===== src/rtl/network_argmax.sv =====
// network_argmax
// Output stage of the network pipeline. It joins one output-layer vector
// (NO signed lanes) with the matching teacher label. The lanes are scanned
// one per cycle to find the largest value, with ties going to the lowest
// index. The stage then emits {hit, index, max}. Two saturating counters
// record how many results were delivered and how many of them hit.
//
// Ports
//   iCLK, iRST          clock, synchronous active-high reset
//   iValid_AM_Input     network vector valid
//   oReady_AM_Input     network vector ready (joined with label)
//   iData_AM_Input      NO lanes of W bits, lane k at [k*W +: W]
//   iValid_AM_Label     label valid
//   oReady_AM_Label     label ready (joined with vector)
//   iData_AM_Label      teacher class index
//   oValid_BM_Result    result valid
//   iReady_BM_Result    result ready
//   oData_BM_Result     {hit, index, max}
//   iClear              synchronous counter clear
//   oCount_Total        results delivered (saturating)
//   oCount_Hit          results with hit set (saturating)
module network_argmax #(
  parameter int    NO    = 2,
  parameter int    NH1   = 3,
  parameter int    WF    = 8,
  parameter int    WC    = 16,
  parameter string BURST = "yes",
  localparam int   W     = $clog2(NH1) + 1 + WF,
  localparam int   WI    = (NO > 1) ? $clog2(NO) : 1,
  localparam int   WO    = 1 + WI + W
) (
  input  logic            iCLK,
  input  logic            iRST,
  input  logic            iValid_AM_Input,
  output logic            oReady_AM_Input,
  input  logic [NO*W-1:0] iData_AM_Input,
  input  logic            iValid_AM_Label,
  output logic            oReady_AM_Label,
  input  logic [WI-1:0]   iData_AM_Label,
  output logic            oValid_BM_Result,
  input  logic            iReady_BM_Result,
  output logic [WO-1:0]   oData_BM_Result,
  input  logic            iClear,
  output logic [WC-1:0]   oCount_Total,
  output logic [WC-1:0]   oCount_Hit
);

  typedef enum logic [1:0] {
    IDLE = 2'd0,
    SCAN = 2'd1,
    EMIT = 2'd2
  } state_t;

  // A single-lane vector has nothing to scan and goes straight to EMIT.
  localparam state_t          FIRST_STATE = (NO > 1) ? SCAN : EMIT;
  localparam bit              BURST_EN    = (BURST == "yes");
  localparam logic [WI-1:0]   LAST_PTR    = WI'(NO - 1);
  localparam logic [WC-1:0]   CNT_MAX     = {WC{1'b1}};

  state_t              state_r;
  state_t              state_nxt_s;
  logic signed [W-1:0] lanes_r [NO];
  logic signed [W-1:0] max_r;
  logic [WI-1:0]       idx_r;
  logic [WI-1:0]       ptr_r;
  logic [WI-1:0]       label_r;
  logic [WC-1:0]       total_r;
  logic [WC-1:0]       hit_cnt_r;
  logic                take_s;
  logic                can_accept_s;
  logic                accept_s;
  logic                last_s;
  logic                hit_s;

  // Handshake decode and next-state selection
  always_comb begin
    take_s       = 1'b0;
    can_accept_s = 1'b0;
    accept_s     = 1'b0;
    last_s       = 1'b0;
    state_nxt_s  = state_r;

    take_s       = (state_r == EMIT) && iReady_BM_Result;
    // In burst mode a new vector may enter in the same cycle the result leaves.
    can_accept_s = (state_r == IDLE) || (take_s && BURST_EN);
    accept_s     = can_accept_s && iValid_AM_Input && iValid_AM_Label;
    last_s       = (ptr_r == LAST_PTR);

    case (state_r)
      IDLE: begin
        if (accept_s) begin
          state_nxt_s = FIRST_STATE;
        end else begin
          state_nxt_s = IDLE;
        end
      end
      SCAN: begin
        if (last_s) begin
          state_nxt_s = EMIT;
        end else begin
          state_nxt_s = SCAN;
        end
      end
      EMIT: begin
        if (accept_s) begin
          state_nxt_s = FIRST_STATE;
        end else if (take_s) begin
          state_nxt_s = IDLE;
        end else begin
          state_nxt_s = EMIT;
        end
      end
      default: begin
        state_nxt_s = IDLE;
      end
    endcase
  end

  // FSM state register
  always_ff @(posedge iCLK) begin
    if (iRST) begin
      state_r <= IDLE;
    end else begin
      state_r <= state_nxt_s;
    end
  end

  // Capture of the vector and label, then the one-lane-per-cycle max scan
  always_ff @(posedge iCLK) begin
    if (iRST) begin
      for (int k = 0; k < NO; k++) begin
        lanes_r[k] <= {W{1'b0}};
      end
      max_r   <= {W{1'b0}};
      idx_r   <= {WI{1'b0}};
      ptr_r   <= {WI{1'b0}};
      label_r <= {WI{1'b0}};
    end else if (accept_s) begin
      for (int k = 0; k < NO; k++) begin
        lanes_r[k] <= iData_AM_Input[k*W +: W];
      end
      max_r   <= iData_AM_Input[W-1:0];
      idx_r   <= {WI{1'b0}};
      ptr_r   <= WI'(1);
      label_r <= iData_AM_Label;
    end else if (state_r == SCAN) begin
      // Strict compare so an equal later lane never displaces an earlier one.
      if (lanes_r[ptr_r] > max_r) begin
        max_r <= lanes_r[ptr_r];
        idx_r <= ptr_r;
      end
      ptr_r <= ptr_r + WI'(1);
    end
  end

  // An out-of-range label can never equal a lane index, so it never hits.
  assign hit_s = (idx_r == label_r);

  // Saturating accuracy counters; clear takes priority over a result handshake
  always_ff @(posedge iCLK) begin
    if (iRST || iClear) begin
      total_r   <= {WC{1'b0}};
      hit_cnt_r <= {WC{1'b0}};
    end else if (take_s) begin
      if (total_r != CNT_MAX) begin
        total_r <= total_r + WC'(1);
      end
      if (hit_s && (hit_cnt_r != CNT_MAX)) begin
        hit_cnt_r <= hit_cnt_r + WC'(1);
      end
    end
  end

  assign oReady_AM_Input  = accept_s;
  assign oReady_AM_Label  = accept_s;
  assign oValid_BM_Result = (state_r == EMIT);
  // Result bus is driven only in EMIT so it reads zero out of reset and while idle.
  assign oData_BM_Result  = oValid_BM_Result ? {hit_s, idx_r, max_r} : {WO{1'b0}};
  assign oCount_Total     = total_r;
  assign oCount_Hit       = hit_cnt_r;

endmodule

===== config.mk =====
export PLATFORM = sky130hd
export DESIGN_NAME = network_argmax
export DESIGN_NICKNAME = d
export VERILOG_FILES = /design/src/rtl/network_argmax.sv
export SDC_FILE = /design/constraint.sdc
export NUM_CORES = 1
export LEC_CHECK = 0
export CAP_MARGIN = 15
export CORE_UTILIZATION = 30
export DETAILED_ROUTE_END_ITERATION = 10
export GPL_TIMING_DRIVEN = 0
export PLACE_DENSITY_LB_ADDON = 0.08
export SETUP_SLACK_MARGIN = 0.02
export SYNTH_ARGS = -nofsm -noshare
export SYNTH_HDL_FRONTEND = slang
export SYNTH_SLANG_ARGS = --single-unit

===== constraint.sdc =====
create_clock -name iCLK -period 2.6 [get_ports iCLK]
set_input_delay 0.52 -clock iCLK [delete_from_list [all_inputs] [get_ports iCLK]]
set_output_delay 0.52 -clock iCLK [all_outputs]
set_load 0.005 [all_outputs]

==> impl.org, run 1 <==
** Die
- Standard-cell row count :: 40
- Core area :: 12,210 sq um
- The die is 114.7 um wide.
- For this configuration, the core starts out at a cell density of 31.20%.
- Die outline area :: 13,150 sq um
- From bottom edge to top edge, the die measures 114.7 um.
- During I/O placement, the number of pins put on the boundary was 77.

** Placement
- OpenSTA, run right after detailed placement, puts the worst setup slack at -0.3461 ns.
- Detailed placement finished with a half-perimeter wire length of 7001 um.
- The congestion estimate from routability-driven global placement came to 0.7600.
- The count of buffers added on input and output ports is 76.

** STA
- At the pin with the least slew margin, the transition time is 0.7665 ns.
- Relative max-transition margin :: 48.90%
- Max-slew violations :: 0
- For the finished layout, the period the worst path requires is 2.555 ns.
- After layout, the worst setup slack is 0.04451 ns.
- Aggregate negative setup slack :: 0 ns
- Setup violations remaining at the end of the flow were counted as 0.
- Worst-case clock skew :: 0.006750 ns
- Unrepaired setup endpoints after global routing :: true
- Static timing analysis puts the maximum clock frequency at 391.3 MHz.
- Share of the clock period used by the worst path after layout :: 98.29%
- Hold violation total from the final report :: 0

** Clock tree
- Number of buffers on the longest clock path :: 2
- Number of clock sinks seen by CTS :: 71
- The later pin in the worst-skew pair is clocked with a latency of 0.35 ns.
- Count of H-tree levels built during CTS :: 3
- TritonCTS built the clock tree.
- Worst-path clk slew :: 0.06 ns
- Clock tree root buffer cell :: clkbuf_16
- Total CTS buffers :: 9

** Worst setup path
- Crit path DAT :: 2.76 ns
- Among all stages on the critical path, the largest delay is contributed by dfxtp_4.
- By startpoint and endpoint, the worst setup path is classified as flip-flop to flip-flop.
- CP cell instances :: buf_8, mux2_2, ha_1, and3b_1, o211a_4, o2111a_1, buf_6, a211oi_1, o31ai_1
- Element type at the critical path start :: flip-flop
- Count of cells along the worst register-to-register path :: 9
- In this run the worst path has a maximum fanout of 10.
- For the worst setup path, the data required time is 2.80 ns.
- Sort of element at the end of the critical path :: flip-flop
- The setup check on the worst reg-to-reg path leaves a slack of 0.04 ns.
- For this run, the slowest stage of the critical path takes 0.38 ns.
- Worst R2R End :: max_r[5]

** Worst hold path
- For hold timing, the worst endpoint is label_r.
- The min-delay analysis places its worst path in the category flip-flop to flip-flop.
- Hold Crit Start :: label_r
- Counting instances, the worst hold path has a depth of 2.

** Routing
- In the routed layout, each cell is associated on average with a via count of 4.855.
- For this run, the detailed router's first-pass iteration total came to 4.
- First-iteration detailed-routing DRC count :: 167
- Total routed wirelength :: 10,420 um
- Summing over every cut layer, the via total after detailed routing is 3,224.
- The count of nets left with antenna violations once routing finished came out at 0.
- Detail-routed net length per standard cell :: 15.69 um
- Drt drc :: 0

** Synth
- Of the synthesized area, sequential elements account for 43.09%.
- dfxtp_1 takes more of the synthesized area than any other cell.
- Fraction of registers with async set/reset :: 0%
- In this run the cell area of the synthesized design comes to 3810 sq um.
- Post-synthesis cell count :: 396
- Synthesis produced a netlist with a net count of 438.
- Synthesis inferred 71 register bits.
- Unique cell type count in the Yosys netlist :: 57
- For this run, the number of Yosys warnings is 0.
- EDFF count, synth :: 22
- For this run, the leading register cell type out of synthesis is dfxtp_1.
- Average footprint of a synthesized cell :: 9.621 sq um
- Top cells by area, synth :: dfxtp_1 (26%), edfxtp_1 (17%), ha_1 (4.3%), and2_1 (3.9%), xor2_1 (3.9%)
- After synthesis, the largest area contributor takes up 25.75% of total cell area.

** Outcome
- The run finished with clean final reports.

** Global route
- First-pass GRT wire length :: 16,120 um
- Global routing finished with a remaining overflow of 0.
- Overall Global Routing Usage :: 16.41%
- Number of antenna violations at the first check in global routing :: 0
- The number of global-route vias before repair came to 3,045.
- Entering global routing, the biggest net connects 32 pins.

** Power and ir drop
- Power density relative to cell area :: 573.4 nW/um^2
- Worst vdd rail ir drop :: 0.0003221 V
- Leak Pwr :: 2.005 nW

** Flow run
- Max_cap viols :: 0

** Finish
- Filler cells :: 1,235
- At the end of the flow, the number of nets in the layout was 533.
- Most frequent standard cell in the layout excluding fill and tap cells :: clkdlybuf4s50_1
- Commonest cells after routing, fill and taps aside :: clkdlybuf4s50_1 (75), dfxtp_1 (48), nor2_1 (28), nand2_1 (27), inv_1 (25)
- Cells with a size suffix above 1 make up 16.33% of the layout.
- Count of inserted antenna diode cells :: 0
- Synth-to-Final Area Change :: 41.08%
synthesized netlist by cell type, types with 3 or more instances:
master,count
a211oi_1,12
a21o_1,3
a21oi_1,18
and2_1,24
and3_1,5
and4_1,5
buf_2,6
clkbuf_1,11
dfxtp_1,49
edfxtp_1,22
ha_1,13
inv_1,26
mux2_2,10
mux2i_1,3
nand2_1,27
nand2b_1,14
nand3_1,12
nand4_1,8
nor2_1,28
nor4_1,3
o2111ai_1,4
o211ai_1,5
o21ai_0,8
o31ai_1,15
or3_1,6
xnor2_1,4
xor2_1,17
how the worst max path moves through the flow:
stage / endpoint / slack (ns) / cells after the start
2_1_floorplan: max_r[10] / 0.09 / 9
3_3_place_gp: lanes_r[1][9] / -0.97 / 7
3_5_place_dp: lanes_r[1][9] / -0.35 / 7
4_1_cts: max_r[4] / 0.03 / 9
5_1_grt: max_r[9] / -0.05 / 9
6_report: max_r[5] / 0.04 / 9
power by group:
group | switching [mW] | total, mW | internal, mW
registers | 0.0344 | 1.23 | 1.20
clock network | 0.507 | 1.25 | 0.745
logic | 0.303 | 0.600 | 0.297
total | 0.844 | 3.08 | 2.24
logic make-up after synthesis:
| kind of cell | after synthesis | synth area share, % |
|---|---|---|
| AOI/OAI and AO/OA | 83 | 16.22 |
| xor gates and xnor gates | 21 | 4.827 |
| adders and majority gates | 13 | 4.269 |
| buffers and inverters | 44 | 4.631 |
| DFF | 71 | 43.09 |
| muxes | 13 | 3.744 |
| and+or+nand+nor | 151 | 23.22 |
per-layer routing:
layer	track usage (%)	vias to the layer above	part of all wire, %
met3	3.017	13	4.0
met2	23.19	56	43
met1	23.84	1531	51
met4	7.792	0	1.9
li1	-	1624	-
met5	0	-	0
flip-flops by register name (all words and copies together) (netlist names), named ones only:
register,flops
lanes_r,22
oCount_Hit,16
oCount_Total,16
max_r,11
state_r,2
idx_r,1
label_r,1
last_s,1
through the flow:
step	power [mW]	instances	instance area [sq um]	utilization, %	hold slack, ns
floorplan	1.506	396	3810	-	0.4481
global placement	1.656	640	4781	39.15	0.4622
detailed placement	1.654	640	4782	39.16	0.4634
CTS	2.967	659	5171	42.35	0.4722
global route	3.211	664	5375	44.02	0.4963
finish	3.082	664	5375	44.02	0.4673
what timing repair did:
action | in CTS | in global routing
endpoints found under the setup margin | 44 | 14
cloned | 1 | 2
resized for setup | 25 | 34
hold buffers | 0 | 0
pin swaps | 2 | 16
setup buffers | 2 | 3
final cells by class:
| class | instances | area (sq um) | share of cell area [%] |
|---|---|---|---|
| Multi-Input combinational cell | 281 | 2163 | 40.25 |
| Buffer | 18 | 123.9 | 2.304 |
| Inverter | 26 | 97.59 | 1.816 |
| Clock inverter | 7 | 70.07 | 1.304 |
| Timing Repair Buffer | 84 | 839.6 | 15.62 |
| Tap cell | 168 | 210.2 | 3.911 |
| Clock buffer | 9 | 225.2 | 4.190 |
| Sequential cell | 71 | 1645 | 30.61 |
critical path, delay by kind of cell, from the launching register on:
kind                     cells  cell delay (ns)
buffers and inverters        2             0.31
multiplexers                 1             0.35
adder cells (fa/ha/maj)      1             0.30
flip-flops                   1             0.38
AO/OA/AOI/OAI                4             0.86
AND/OR/NAND/NOR              1             0.20
Note: power is estimated with default switching activity, not from simulation.
==> run 2, diff against run 1 <==
--- a/config.mk
+++ b/config.mk
@@ -7,2 +7,3 @@
 export LEC_CHECK = 0
+export ABC_CLOCK_PERIOD_IN_PS = 2600
 export CAP_MARGIN = 15
==> constraint.sdc (replaced) <==
create_clock -name iCLK -period 2.6 [get_ports iCLK]
set_input_delay 0.39 -clock iCLK [delete_from_list [all_inputs] [get_ports iCLK]]
set_output_delay 0.39 -clock iCLK [all_outputs]
set_load 0.005 [all_outputs]
==> impl.org, run 2 (same netlist as run 1, synthesis figures left out) <==
** Routing
- Drt drc :: 0 (unchanged)
- Number of vias per cell after detailed routing :: 4.898 (+0.89%)
- Vias :: 3,233 (+0.28%)
- The remaining antenna violation count came to 0 (unchanged).
- Detail-routed net length per standard cell :: 15.69 um (about the same)
- First-iteration detailed-routing DRC count :: 157 (-6.0%)
- The overall routed net length is 10,360 um (-0.59%).
- Total iterations of the first detailed-routing run :: 4 (unchanged)

** Power and ir drop
- The share of total power consumed by net switching was 27.29% (-0.11 points).
- NetSw :: 0.8238 mW (-2.5%)
- Cell internal power dissipation :: 2.195 mW (-1.9%)
- The power density over cell area was 571.5 nW/um^2 (-0.33%).
- The post-layout total power is 3.019 mW (-2.1%).
- The relative contribution of combinational cells to total power was 17.8% (-1.7 points).
- Worst vdd rail ir drop :: 0.0003237 V (+0.51%)
- Fraction of power consumed by the clock network :: 41.5% (+0.9 points)
- Leak Pwr :: 1.972 nW (-1.7%)
- The proportion of power drawn by flip-flops and latches was 40.7% (+0.8 points).

** Finish
- The area of all placed cells without fillers came to 5283 sq um (-1.7%).
- Most frequent standard cell in the layout excluding fill and tap cells :: clkdlybuf4s50_1
- Count of inserted antenna diode cells :: 0 (unchanged)
- The flip-flop count of the largest register, all copies and words added was 22 (unchanged).
- Finished Core Util :: 43.26% (-0.76 points)
- Ranked by flip-flop count, first place goes to lanes_r.
- The area growth from synthesis to layout is 38.65%.
- Share of cells above drive strength 1 :: 14.63% (-1.7 points)
- The post-layout net count was 529 (-0.75%).
- Commonest cells after routing, fill and taps aside :: clkdlybuf4s50_1 (76), dfxtp_1 (48), nor2_1 (28), nand2_1 (27), inv_1 (25)

** STA
- The number of setup violations in the final report was 0 (unchanged).
- The final hold violation count was 0 (unchanged).
- Max-slew violations :: 0 (unchanged)
- Worst hold margin :: 0.4675 ns (+0.0002650 ns)
- Clock period minus worst slack :: 2.544 ns (-0.01158 ns)
- Upper clock frequency limit :: 393.1 MHz (+0.45%)
- The summed negative setup slack over all endpoints was 0 ns (unchanged).
- Unrepaired setup endpoints after global routing :: true
- The relative slew slack is 48.76% (-0.13 points).
- Least-Margin Pin Slew :: 0.7685 ns (+0.002011 ns)
- Worst-case clock skew :: 0.005991 ns (-0.0007597 ns)
- The final critical-path share of the clock period is 97.84% (-0.45 points).

** Clock tree
- The number of H-tree branching levels is 3 (unchanged).
- The clock-pin slew on the worst setup and hold paths was 0.06 ns (about the same).
- The tree is rooted in a clkbuf_16.
- The count of hold buffers inserted by post-cts repair was 0 (unchanged).
- TritonCTS built the clock tree.
- The clock net sink count came to 71 (unchanged).
- Insertion delay of the later-clocked pin in the worst-skew pair :: 0.35 ns (about the same)
- The CTS buffer count is 9 (unchanged).
- The worst-case clock buffer depth came to 2 (unchanged).

** Global route
- The global route total overflow is 0 (unchanged).
- Via count of the first global-routing pass :: 3,041 (-0.13%)
- Number of antenna violations at the first check in global routing :: 0 (unchanged)
- Maximum number of pins on one net before global-route repair :: 32 (unchanged)
- The total global-route track usage came to 16.40% (about the same).
- First-pass GRT wire length :: 16,100 um (about the same)

** Worst setup path
- Element type at the critical path start :: flip-flop
- The worst setup path is of the flip-flop to flip-flop kind.
- Critical Path Fanout Max :: 5 (-5)
- The worst setup path is captured at a flip-flop.
- Data required time at the worst endpoint :: 2.85 ns (+0.05 ns)
- Crit path DAT :: 2.80 ns (+0.04 ns)

** Flow run
- The number of maximum-capacitance violations was 0 (unchanged).

** Die
- The starting utilization of the core area was 31.20% (unchanged).
- Standard-cell row count :: 40 (unchanged)
- Top Ports :: 77 (unchanged)
- Die X :: 114.7 um (unchanged)
- Die outline area :: 13,150 sq um (unchanged)
- The area of the core was 12,210 sq um (unchanged).
- Vertical die dimension :: 114.7 um (unchanged)

** Placement
- Gp weighted congestion :: 0.7600 (unchanged)
- The sum of net half-perimeters after detailed placement came to 7001 um (unchanged).
- IO buf count :: 76 (unchanged)
- The post-placement cell area is 4782 sq um (unchanged).

** Worst hold path
- The min-delay analysis places its worst path in the category flip-flop to flip-flop.

** Outcome
- Status :: complete, no violations
run 2: final timing paths:
kind                                 from        to  slack (ns)  cells after the start
worst max-delay path            flip-flop  max_r[5]        0.06                      9
worst min-delay path              label_r   label_r        0.47                      2
worst max register to register  flip-flop  max_r[5]        0.06                      9
worst min register to register    label_r   label_r        0.47                      2
run 2: layout make-up:
cell class                      count  area [sq um]
Clock buffer                        9         225.2
Clock inverter                      7         70.07
Sequential cell                    71          1645
Timing Repair Buffer               80         794.5
Multi-Input combinational cell    281          2118
Inverter                           26         97.59
Fill cell                        1239          6929
Tap cell                          168         210.2
Buffer                             18         121.4
run 2: critical path, stage by stage, from the launching register on:
cell and delay [ns]:
dfxtp_4 0.38, buf_8 0.14, mux2_4 0.33, ha_4 0.29, and4_4 0.29, o211ai_1 0.16
a211oi_2 0.36, buf_4 0.22, a211oi_1 0.08, o31ai_1 0.20
run 2: repair_timing:
item | 4_1_cts | 5_1_grt
setup endpoints to repair | 22 | 45
pin swaps | 1 | 18
buffers inserted | 1 | 1
resized for setup | 21 | 26
gates cloned | 1 | 1
run 2: layer usage:
metal / GRT usage [%] / wire [um] / vias up
met2: 23.19 / 4400 / 61
met5: 0 / 0 / -
met4: 7.792 / 200 / 0
met3: 3.017 / 398 / 15
met1: 23.81 / 5356 / 1542
li1: - / - / 1615
run 2: per-stage QoR:
step	cells	setup slack, ns
floorplan	396	0.08989
global route	660	-0.07050
CTS	658	0.02640
detailed placement	640	-0.3308
finish	660	0.05609
global placement	640	-0.8437
run 2: power groups by stage:
stage               sequential [mW]  combinational (mW)  clock (mW)
floorplan                      1.24               0.268           0
global placement               1.25               0.408           0
detailed placement             1.25               0.406           0
CTS                            1.23               0.464        1.27
global route                   1.24               0.588        1.32
finish                         1.23               0.537        1.25
==> run 3, diff against run 2 <==
- HOLD_SLACK_MARGIN: unset -> 0.06
==> results of run 3 <==
The final DEF is identical to that of run 2; final timing and power are the same.
